===== config.mk =====
export PLATFORM = sky130hd
export DESIGN_NAME = uart_rx_fifo
export DESIGN_NICKNAME = d
export VERILOG_FILES = /design/src/rtl/uart_rx_fifo.sv
export SDC_FILE = /design/constraint.sdc
export NUM_CORES = 1
export LEC_CHECK = 0
export ABC_AREA = 1
export BUFFER_PORTS_ARGS = -buffer_cell sky130_fd_sc_hd__buf_2
export CAP_MARGIN = 30
export CORE_ASPECT_RATIO = 0.7
export CORE_MARGIN = 1
export CORE_UTILIZATION = 55
export DETAILED_ROUTE_END_ITERATION = 7
export PLACE_DENSITY_LB_ADDON = 0.05
export SYNTH_ARGS = -nofsm -noshare
export SYNTH_HDL_FRONTEND = slang
export SYNTH_SLANG_ARGS = --single-unit

===== constraint.sdc =====
create_clock -name clk_i -period 2.24 [get_ports clk_i]
set_input_delay 0.112 -clock clk_i [delete_from_list [all_inputs] [get_ports clk_i]]
set_output_delay 0.112 -clock clk_i [all_outputs]
set_load 0.1 [all_outputs]

===== src/rtl/uart_rx_fifo.sv =====
// uart_rx_fifo: receive-side byte buffer placed directly after the UART receiver.
// A byte is captured the cycle after each rx_dv_i pulse. It is stored in a
// circular FIFO and presented first-word-fall-through on a valid/ready port.
//
// Ports:
//   clk_i, rst_ni        clock, asynchronous active-low reset
//   rx_dv_i, rx_data_i   receiver byte-complete pulse; data is valid one cycle later
//   rd_valid_o/ready_i   FWFT read handshake, rd_data_o = oldest byte (0 when empty)
//   level_o              entry count 0..Depth
//   thresh_i/irq_o       level-sensitive irq when level_o >= thresh_i (0 disables)
//   flush_i              synchronous clear of contents and of any pending capture
//   overrun_o/clr_i      sticky drop flag plus saturating drop counter, cleared together
//   drop_cnt_o           number of bytes dropped because the FIFO was full
module uart_rx_fifo #(
    parameter int DataWidth = 8,
    parameter int Depth     = 16
) (
    input  logic                       clk_i,
    input  logic                       rst_ni,
    input  logic                       rx_dv_i,
    input  logic [DataWidth-1:0]       rx_data_i,
    output logic                       rd_valid_o,
    input  logic                       rd_ready_i,
    output logic [DataWidth-1:0]       rd_data_o,
    output logic [$clog2(Depth):0]     level_o,
    input  logic [$clog2(Depth):0]     thresh_i,
    output logic                       thresh_irq_o,
    input  logic                       flush_i,
    output logic                       overrun_o,
    input  logic                       overrun_clr_i,
    output logic [7:0]                 drop_cnt_o
);

    localparam int AddrWidth = $clog2(Depth);
    localparam logic [AddrWidth:0] FullLvl = (AddrWidth+1)'(Depth);

    logic [DataWidth-1:0] mem [Depth];
    logic [AddrWidth-1:0] wptr_q, rptr_q;
    logic [AddrWidth:0]   level_q;
    logic                 pend_q;
    logic                 overrun_q;
    logic [7:0]           drop_q;

    logic full, pop, wr_en, drop;

    assign full  = (level_q == FullLvl);
    assign pop   = rd_valid_o & rd_ready_i & ~flush_i;
    // When full, a same-cycle pop frees the slot the incoming byte needs.
    assign wr_en = pend_q & ~flush_i & (~full | pop);
    // A byte discarded by flush is not an overrun.
    assign drop  = pend_q & ~flush_i & full & ~pop;

    // Pending flag follows rx_dv_i, so back-to-back pulses each get one sample.
    always_ff @(posedge clk_i or negedge rst_ni) begin
        if (!rst_ni) begin
            pend_q <= 1'b0;
        end else begin
            pend_q <= flush_i ? 1'b0 : rx_dv_i;
        end
    end

    always_ff @(posedge clk_i or negedge rst_ni) begin
        if (!rst_ni) begin
            wptr_q  <= '0;
            rptr_q  <= '0;
            level_q <= '0;
        end else if (flush_i) begin
            wptr_q  <= '0;
            rptr_q  <= '0;
            level_q <= '0;
        end else begin
            if (wr_en) wptr_q <= wptr_q + 1'b1;
            if (pop)   rptr_q <= rptr_q + 1'b1;
            case ({wr_en, pop})
                2'b10:   level_q <= level_q + 1'b1;
                2'b01:   level_q <= level_q - 1'b1;
                default: level_q <= level_q;
            endcase
        end
    end

    // Storage is intentionally not reset.
    always_ff @(posedge clk_i) begin
        if (wr_en) mem[wptr_q] <= rx_data_i;
    end

    // A simultaneous clear and drop leaves the flag set and the count at 1.
    always_ff @(posedge clk_i or negedge rst_ni) begin
        if (!rst_ni) begin
            overrun_q <= 1'b0;
            drop_q    <= '0;
        end else if (drop) begin
            overrun_q <= 1'b1;
            if (overrun_clr_i)       drop_q <= 8'd1;
            else if (drop_q != 8'hFF) drop_q <= drop_q + 8'd1;
        end else if (overrun_clr_i) begin
            overrun_q <= 1'b0;
            drop_q    <= '0;
        end
    end

    assign rd_valid_o   = (level_q != '0);
    assign rd_data_o    = rd_valid_o ? mem[rptr_q] : '0;
    assign level_o      = level_q;
    assign thresh_irq_o = (thresh_i != '0) && (level_q >= thresh_i);
    assign overrun_o    = overrun_q;
    assign drop_cnt_o   = drop_q;

endmodule

==> summary.txt, run 1 <==
Run status
  • Failing checks: setup timing
  • Status: finished, violations left

Yosys
  • Nets in the synthesized netlist: ~600
  • Top flip-flop cell by instance count after synthesis: sky130_fd_sc_hd__edfxtp_1
  • Area of the mapped netlist: about 6600 sq um
  • Yosys top cell area share: 0.581
  • Cell taking the most area after synthesis: sky130_fd_sc_hd__edfxtp_1
  • Number of distinct library cells after synthesis: 42
  • Cells after synthesis: between 500 and 600
  • Post-synthesis sequential element count: roughly 150
  • Top cells by area in the synthesized netlist: sky130_fd_sc_hd__edfxtp_1 (58%), sky130_fd_sc_hd__dfrtp_1 (8.7%), sky130_fd_sc_hd__nand2_1 (6.4%), sky130_fd_sc_hd__nor2_1 (3.1%), sky130_fd_sc_hd__a21oi_1 (3.1%)
  • Yosys warnings: 0
  • Average instance area after synthesis: about 12 sq um
  • Number of enable-type register cells in the synthesized netlist: approximately 130
  • Proportion of synthesized chip area in sequential cells: 0.668
  • Proportion of synthesized flip-flops having asynchronous set or reset: 0.152

Placement
  • Global placer's final weighted congestion: 0.878
  • Post-Place Worst Slack: between 0.2 and 0.25 ns
  • Port buffer count: 42
  • Total placed instance area: between 7000 and 8000 sq um
  • Detailed placement HPWL: 10.1 mm

STA
  • Number of setup violations in the final report: 4
  • Maximum clock skew at final layout: around 0.0089 ns
  • Hold violation total from the final report: 0
  • Worst-Margin Slew: 0.555 ns
  • Fin Hold WS: around 0.049 ns
  • Number of max-slew violations in the final report: 0
  • RSZ-0062 raised after global routing: true
  • Fmax: 0.438 GHz
  • Final Worst Setup Slack: -0.0421 ns
  • Fraction of the cycle the final worst path needs: 1.02
  • Total Neg Setup Slack: -0.0930 ns
  • Time the worst path needs with I/O delays and setup: around 2.3 ns
  • Rel. slew slack: 0.630

Clock tree
  • Clock buffers created by TritonCTS: 17
  • Clock tree from TritonCTS: built
  • Number of buffers on the longest clock path: 2
  • CTS H-Tree Depth: 4
  • Sinks on Clock Net: between 150 and 200
  • Clock latency on the worst-skew pair: around 0.43 ns
  • Buffer cell driving the clock tree root: sky130_fd_sc_hd__clkbuf_16
  • Clock slew at the register clock pins of the worst setup and hold paths: 0.06 ns

Global routing
  • Number of antenna violations at the first check in global routing: 0
  • Wire length of the first global-routing pass: 24.0 mm
  • Overall fraction of global-route tracks in use: 0.269
  • Grt ovf: 0
  • Number of global-route vias before repair: about 4200
  • Pin count of the biggest net entering global routing: 25

Run
  • Max-cap violations: 0

Finish
  • Net count reported at finish: roughly 660
  • P&R area growth vs syn: 25.0%
  • Total of fill cells in the finished design: between 800 and 900
  • Area of combinational cells with multiple inputs: ~2300 sq um
  • Antenna Diode Count: 0
  • Share of post-route cells with drive strength above 1: 0.307
  • Layout Cell Area excl Fill: slightly above 8000 sq um
  • Sequential Area: 4440 sq um

Hold path
  • Hold/Removal Path Class: primary input to flop
  • Hold wc startpoint: overrun_clr_i
  • Hold Path Sink: drop_cnt_o[2]
  • Instance count along the most critical hold path: 2

Worst setup path
  • Critical Path RT: ~2.1 ns
  • Dominant delay contributor by cell family on the critical path: compound AO/OA/AOI/OAI gates
  • Arrival time at the worst endpoint: between 2 and 2.5 ns
  • Sort of element at the end of the critical path: primary output
  • Worst setup SP type: flop
  • Setup slack on the worst flop-to-flop path: between 0.1 and 0.15 ns
  • Register-to-Register Path Depth: 9
  • Ordered list of cells on the worst path: clkinv_4 > buf_12 > o21ai_0 > o22ai_1 > nand2_1 > a211oi_4 > buf_12
  • Delay of the slowest cell on the worst path: around 0.5 ns
  • Buffers plus inverters on the worst setup path: 3
  • Endpoint of the lowest-slack register-to-register path: mem[2][7]
  • CP most frequent cell: sky130_fd_sc_hd__buf_12
  • RR Startpoint: level_o[0]
  • Setup CP Type: flop to primary output
  • Master of the slowest instance on the critical path: sky130_fd_sc_hd__dfrtp_2
  • Top fanout value on the critical path: 18
  • Start point of the critical path: rptr_q[0]

Floorplan
  • Top-Level Pins: 43
  • Area inside the core boundary: 11700 sq um
  • Number of rows created at floorplan: 33
  • Initial Utilization: 0.564
  • Die ar.: 12500 sq um
  • Die Y: roughly 94 microns
  • Width of the die: 133 microns

Pwr
  • Lkg Pwr: 3.09 nW
  • Total power after layout: about 7.7 mW
  • Power density cells: between 900 and 1000 nW/um^2
  • Peak ir drop on the vdd network: between 0.0006 and 0.0007 V

Detailed routing
  • Length of the first detailed-routing pass in iterations: 5
  • DR WL/cell: 19.7 microns
  • Vias per inst: ~5.7
  • Number of nets with antenna violations after detailed routing: 0
  • Wire length reported by the detailed router: about 16 mm
  • Via count of the routed design: between 4000 and 5000
  • Starting DRC count in detailed routing: 521
  • DRC: 0
per-layer routing:
layer	track usage	up-vias	wire, microns
met5	0	-	0
met4	0.0805	0	189
met3	0.0631	18	1170
met2	0.387	215	6940
met1	0.407	2199	7420
li1	-	2150	-
kinds of logic (layout without fill, tap and decap cells):
kind of cell	after synthesis	count (layout)	share of synthesized area
compound gates	119	119	0.110
xor+xnor	4	4	0.00530
fa+ha+maj	13	13	0.0246
buf+inv	59	135	0.0376
flops	151	151	0.668
mux	8	8	0.0121
simple gates	212	212	0.142
per-stage QoR:
| step | utilization | instances |
|---|---|---|
| detailed placement | 0.625 | 757 |
| floorplan | - | 566 |
| finish | 0.705 | 799 |
| global route | 0.705 | 799 |
| global placement | 0.625 | 757 |
| CTS | 0.695 | 797 |
timing repair:
item / CTS / global route
resized for setup: 41 / 31
pin swaps: 13 / 15
cloned: 2 / 1
setup endpoints to repair: 9 / 9
buffers inserted: 3 / 1
hold buffers: 3 / 0
hold endpoints to repair: 24 / 0
worst max path at each step:
stage,end,depth (start not counted)
finish,rd_data_o[6],7
floorplan,rd_data_o[0],4
global placement,mem[6][0],8
CTS,rd_data_o[6],7
detailed placement,mem[6][4],8
global route,rd_data_o[4],7
report_power, final:
part | total, mW | switching, mW | internal [mW]
sequential | 3.12 | 0.0395 | 3.08
combinational | 1.82 | 1.19 | 0.622
clock | 2.74 | 1.19 | 1.55
total | 7.68 | 2.42 | 5.26
placed cells by master, fill, tap and decap left out, types with 5 or more instances in the layout:
cell / n
sky130_fd_sc_hd__mux2i_1: 7
sky130_fd_sc_hd__nor3_1: 7
sky130_fd_sc_hd__a21oi_2: 8
sky130_fd_sc_hd__nand2_2: 6
sky130_fd_sc_hd__inv_6: 6
sky130_fd_sc_hd__nand2_1: 110
sky130_fd_sc_hd__a211oi_4: 8
sky130_fd_sc_hd__o22ai_1: 6
sky130_fd_sc_hd__nand3_1: 13
sky130_fd_sc_hd__o21ai_1: 8
sky130_fd_sc_hd__nor2_1: 30
sky130_fd_sc_hd__inv_2: 7
sky130_fd_sc_hd__edfxtp_1: 128
sky130_fd_sc_hd__nor3_2: 5
sky130_fd_sc_hd__dfrtp_1: 14
sky130_fd_sc_hd__dfrtp_4: 5
sky130_fd_sc_hd__a21oi_1: 33
sky130_fd_sc_hd__buf_2: 33
sky130_fd_sc_hd__nor2_2: 29
sky130_fd_sc_hd__inv_1: 25
sky130_fd_sc_hd__o21ai_0: 21
sky130_fd_sc_hd__buf_12: 14
sky130_fd_sc_hd__clkbuf_16: 18
sky130_fd_sc_hd__a21boi_1: 5
sky130_fd_sc_hd__buf_4: 9
sky130_fd_sc_hd__ha_1: 13
sky130_fd_sc_hd__o221ai_1: 6
sky130_fd_sc_hd__a221oi_2: 8
state kept, by name, summed over array words and instances, names as in the netlist:
signal	cells
level_o	5
overrun_o	1
pend_q	1
drop_cnt_o	8
rptr_q	4
mem	128
wptr_q	4
synthesized netlist by cell type, types with 9 or more instances:
master,instances
sky130_fd_sc_hd__buf_2,10
sky130_fd_sc_hd__nand3_1,13
sky130_fd_sc_hd__dfrtp_1,23
sky130_fd_sc_hd__inv_2,9
sky130_fd_sc_hd__a21oi_1,41
sky130_fd_sc_hd__nor2_1,55
sky130_fd_sc_hd__o22ai_1,9
sky130_fd_sc_hd__inv_1,27
sky130_fd_sc_hd__ha_1,13
sky130_fd_sc_hd__nand2_1,112
sky130_fd_sc_hd__nor3_1,11
sky130_fd_sc_hd__edfxtp_1,128
sky130_fd_sc_hd__o21ai_0,22
cell type report:
class | count | area share
well taps | 157 | 0.0238
inverters | 38 | 0.0195
repair inverters | 1 | 0.000908
clock buffers | 17 | 0.0514
multi-input cells | 356 | 0.274
clock inverters | 15 | 0.0171
repair buffers | 64 | 0.0761
flip-flops and latches | 151 | 0.537
No activity file was read; power rests on OpenSTA's default activity.
==> inputs of run 2 (changes only) <==
--- a/config.mk
+++ b/config.mk
@@ -12,7 +12,7 @@
 export CORE_MARGIN = 1
 export CORE_UTILIZATION = 55
 export DETAILED_ROUTE_END_ITERATION = 7
-export PLACE_DENSITY_LB_ADDON = 0.05
+export PLACE_DENSITY = 0.75
 export SYNTH_ARGS = -nofsm -noshare
 export SYNTH_HDL_FRONTEND = slang
 export SYNTH_SLANG_ARGS = --single-unit
==> constraint.sdc (replaced) <==
create_clock -name clk_i -period 2.4 [get_ports clk_i]
set_input_delay 0.12 -clock clk_i [delete_from_list [all_inputs] [get_ports clk_i]]
set_output_delay 0.12 -clock clk_i [all_outputs]
set_load 0.1 [all_outputs]
==> run 2 against run 1 <==
Effect of this change:
- the run now ends clean
- global-route usage shrank 0.62 points
- clock skew shrank 0.0038 ns
- critical endpoint is now rd_data_o[5]
- core utilization shrank 2.7 points
- via count grew 1.4%
- die area is the same
- critical path depth is the same
- total power shrank 8.1%
- sequential power shrank 6.7%
==> summary.txt, run 2 (synthesized netlist as in run 1, its figures left out) <==
Run status
  • Status: finished, final reports clean

Finish
  • Most flops, register: mem
  • Net count reported at finish: between 600 and 700
  • Share of post-route cells with drive strength above 1: 0.209
  • Commonest non-fill, non-tap cells in the layout: sky130_fd_sc_hd__edfxtp_1 (128), sky130_fd_sc_hd__nand2_1 (110), sky130_fd_sc_hd__nor2_1 (55)
  • P&R area growth vs syn: 20.2%
  • Antenna Diode Count: 0
  • Most common cell after layout, fill and taps aside: sky130_fd_sc_hd__edfxtp_1
  • Layout Cell Area excl Fill: slightly below 8000 sq um
  • Max reg flops: between 100 and 150
  • Utilization after layout: 0.678
  • Area of combinational cells with multiple inputs: 2080 sq um
  • Sequential Area: between 4000 and 5000 sq um
  • Total of fill cells in the finished design: roughly 860

Floorplan
  • Initial Utilization: 0.564
  • Area inside the core boundary: around 12000 sq um
  • Die ar.: around 12000 sq um
  • Top-Level Pins: 43
  • Die Y: 93.8 microns
  • Number of rows created at floorplan: 33
  • Width of the die: around 130 microns

Placement
  • Total placed instance area: 7270 sq um
  • Global placer's final weighted congestion: around 0.9
  • Post-Place Worst Slack: approximately 0.17 ns
  • Port buffer count: 42
  • Detailed placement HPWL: about 9.8 mm

Detailed routing
  • Vias per inst: between 5 and 6
  • DR WL/cell: about 19 microns
  • Wire length reported by the detailed router: roughly 15 mm
  • Via count of the routed design: ~4600
  • Length of the first detailed-routing pass in iterations: 4
  • DRC: 0
  • Starting DRC count in detailed routing: 509
  • Number of nets with antenna violations after detailed routing: 0

Pwr
  • Switching power total: around 2.1 mW
  • Combinational group share of total power: 0.213
  • Switching power share of the total: 0.297
  • Lkg Pwr: about 3.0 nW
  • Peak ir drop on the vdd network: about 0.00054 V
  • Cell-internal power: between 4 and 5 mW
  • Share of power burned in registers: 0.413
  • Power density cells: 887 nW/um^2
  • Clock network power share: 0.374
  • Total power after layout: 7.06 mW

Global routing
  • Grt ovf: 0
  • Overall fraction of global-route tracks in use: 0.263
  • Wire length of the first global-routing pass: between 20 and 25 mm
  • Number of global-route vias before repair: 4430
  • Number of antenna violations at the first check in global routing: 0
  • Pin count of the biggest net entering global routing: 36

Worst setup path
  • Arrival time at the worst endpoint: around 2.2 ns
  • Endpoint of the lowest-slack register-to-register path: mem[14][6]
  • Setup slack on the worst flop-to-flop path: between 0.1 and 0.15 ns
  • Worst setup SP type: flop
  • RR Startpoint: level_o[0]
  • Register-to-Register Path Depth: 8
  • Top fanout value on the critical path: 32
  • Critical Path RT: around 2.3 ns
  • Sort of element at the end of the critical path: primary output
  • Setup CP Type: flop to primary output

STA
  • RSZ-0062 raised after global routing: true
  • Fraction of the cycle the final worst path needs: 0.983
  • Fmax: 0.424 GHz
  • Final Worst Setup Slack: between 0.04 and 0.05 ns
  • Number of max-slew violations in the final report: 0
  • Worst-Margin Slew: 0.960 ns
  • Time the worst path needs with I/O delays and setup: ~2.4 ns
  • Rel. slew slack: 0.358
  • Maximum clock skew at final layout: slightly above 0.005 ns
  • Hold violation total from the final report: 0
  • Number of setup violations in the final report: 0

Hold path
  • Hold wc startpoint: overrun_clr_i
  • Instance count along the most critical hold path: 2
  • Hold Path Sink: drop_cnt_o[2]
  • Hold/Removal Path Class: primary input to flop

Clock tree
  • Clock buffers created by TritonCTS: 17
  • Clock slew at the register clock pins of the worst setup and hold paths: around 0.060 ns
  • Clock latency on the worst-skew pair: between 0.4 and 0.5 ns
  • Sinks on Clock Net: 151
  • Buffer cell driving the clock tree root: sky130_fd_sc_hd__clkbuf_16
  • Clock tree from TritonCTS: built
  • CTS H-Tree Depth: 4
  • Number of buffers on the longest clock path: 2

Run
  • Max-cap violations: 0
run 2: changes by cell type in the layout (fill, tap and decap cells not counted), sizes merged:
cell	delta
bufinv	+2
inv	-3
clkinv	+1
buf	-5
clkinvlp	-2
run 2: metal layers:
layer  global-route usage  vias to the layer above  part of all wire
li1                     -                     2123                 -
met1                0.367                     2274              0.45
met2                0.416                      225              0.46
met3               0.0485                       22             0.070
met4                0.100                        0             0.016
met5                    0                        -                 0
run 2: worst max-delay path by stage:
stage | start | endpoint
after floorplan | level_o[0] | rd_data_o[0]
after global placement | level_o[0] | mem[15][1]
after detailed placement | level_o[0] | mem[14][1]
after CTS | rptr_q[1] | rd_data_o[3]
after global routing | rptr_q[0] | rd_data_o[4]
final | rptr_q[0] | rd_data_o[5]
run 2: power by group through the flow:
stage	combinational (mW)	sequential (mW)	clock (mW)
floorplan	0.953	3.03	0
global placement	1.44	2.96	0
global route	1.58	2.91	2.76
CTS	1.48	2.91	2.64
finish	1.50	2.91	2.64
detailed placement	1.46	2.96	0
run 2: cell type report:
type / instances / share of cell area
inverters: 38 / 0.0192
repair buffers: 58 / 0.0625
flip-flops and latches: 151 / 0.558
well taps: 157 / 0.0247
multi-input cells: 356 / 0.262
clock inverters: 14 / 0.0198
clock buffers: 18 / 0.0540
run 2: what timing repair did:
item,4_1_cts,5_1_grt
hold buffers,3,0
pin swaps,0,2
hold endpoints to repair,24,0
buffers inserted,0,0
endpoints found under the setup margin,8,9
resized for setup,5,12
run 2: worst max-delay path, stage by stage (launching register included):
cell and delay (ns):
sky130_fd_sc_hd__dfrtp_2 0.47, sky130_fd_sc_hd__buf_12 0.22, sky130_fd_sc_hd__nand2_1 0.06, sky130_fd_sc_hd__a21boi_0 0.14, sky130_fd_sc_hd__o221ai_2 0.24, sky130_fd_sc_hd__nor2_1 0.15
sky130_fd_sc_hd__a211oi_4 0.31, sky130_fd_sc_hd__buf_12 0.22
run 2: stage by stage:
step | instances | hold WS [ns] | TNS (ns)
floorplan | 566 | -0.176 | -0.170
global placement | 757 | 0.121 | 0
detailed placement | 757 | 0.134 | 0
CTS | 792 | 0.0551 | -0.00524
global route | 792 | 0.0710 | -0.0347
finish | 792 | 0.0602 | 0
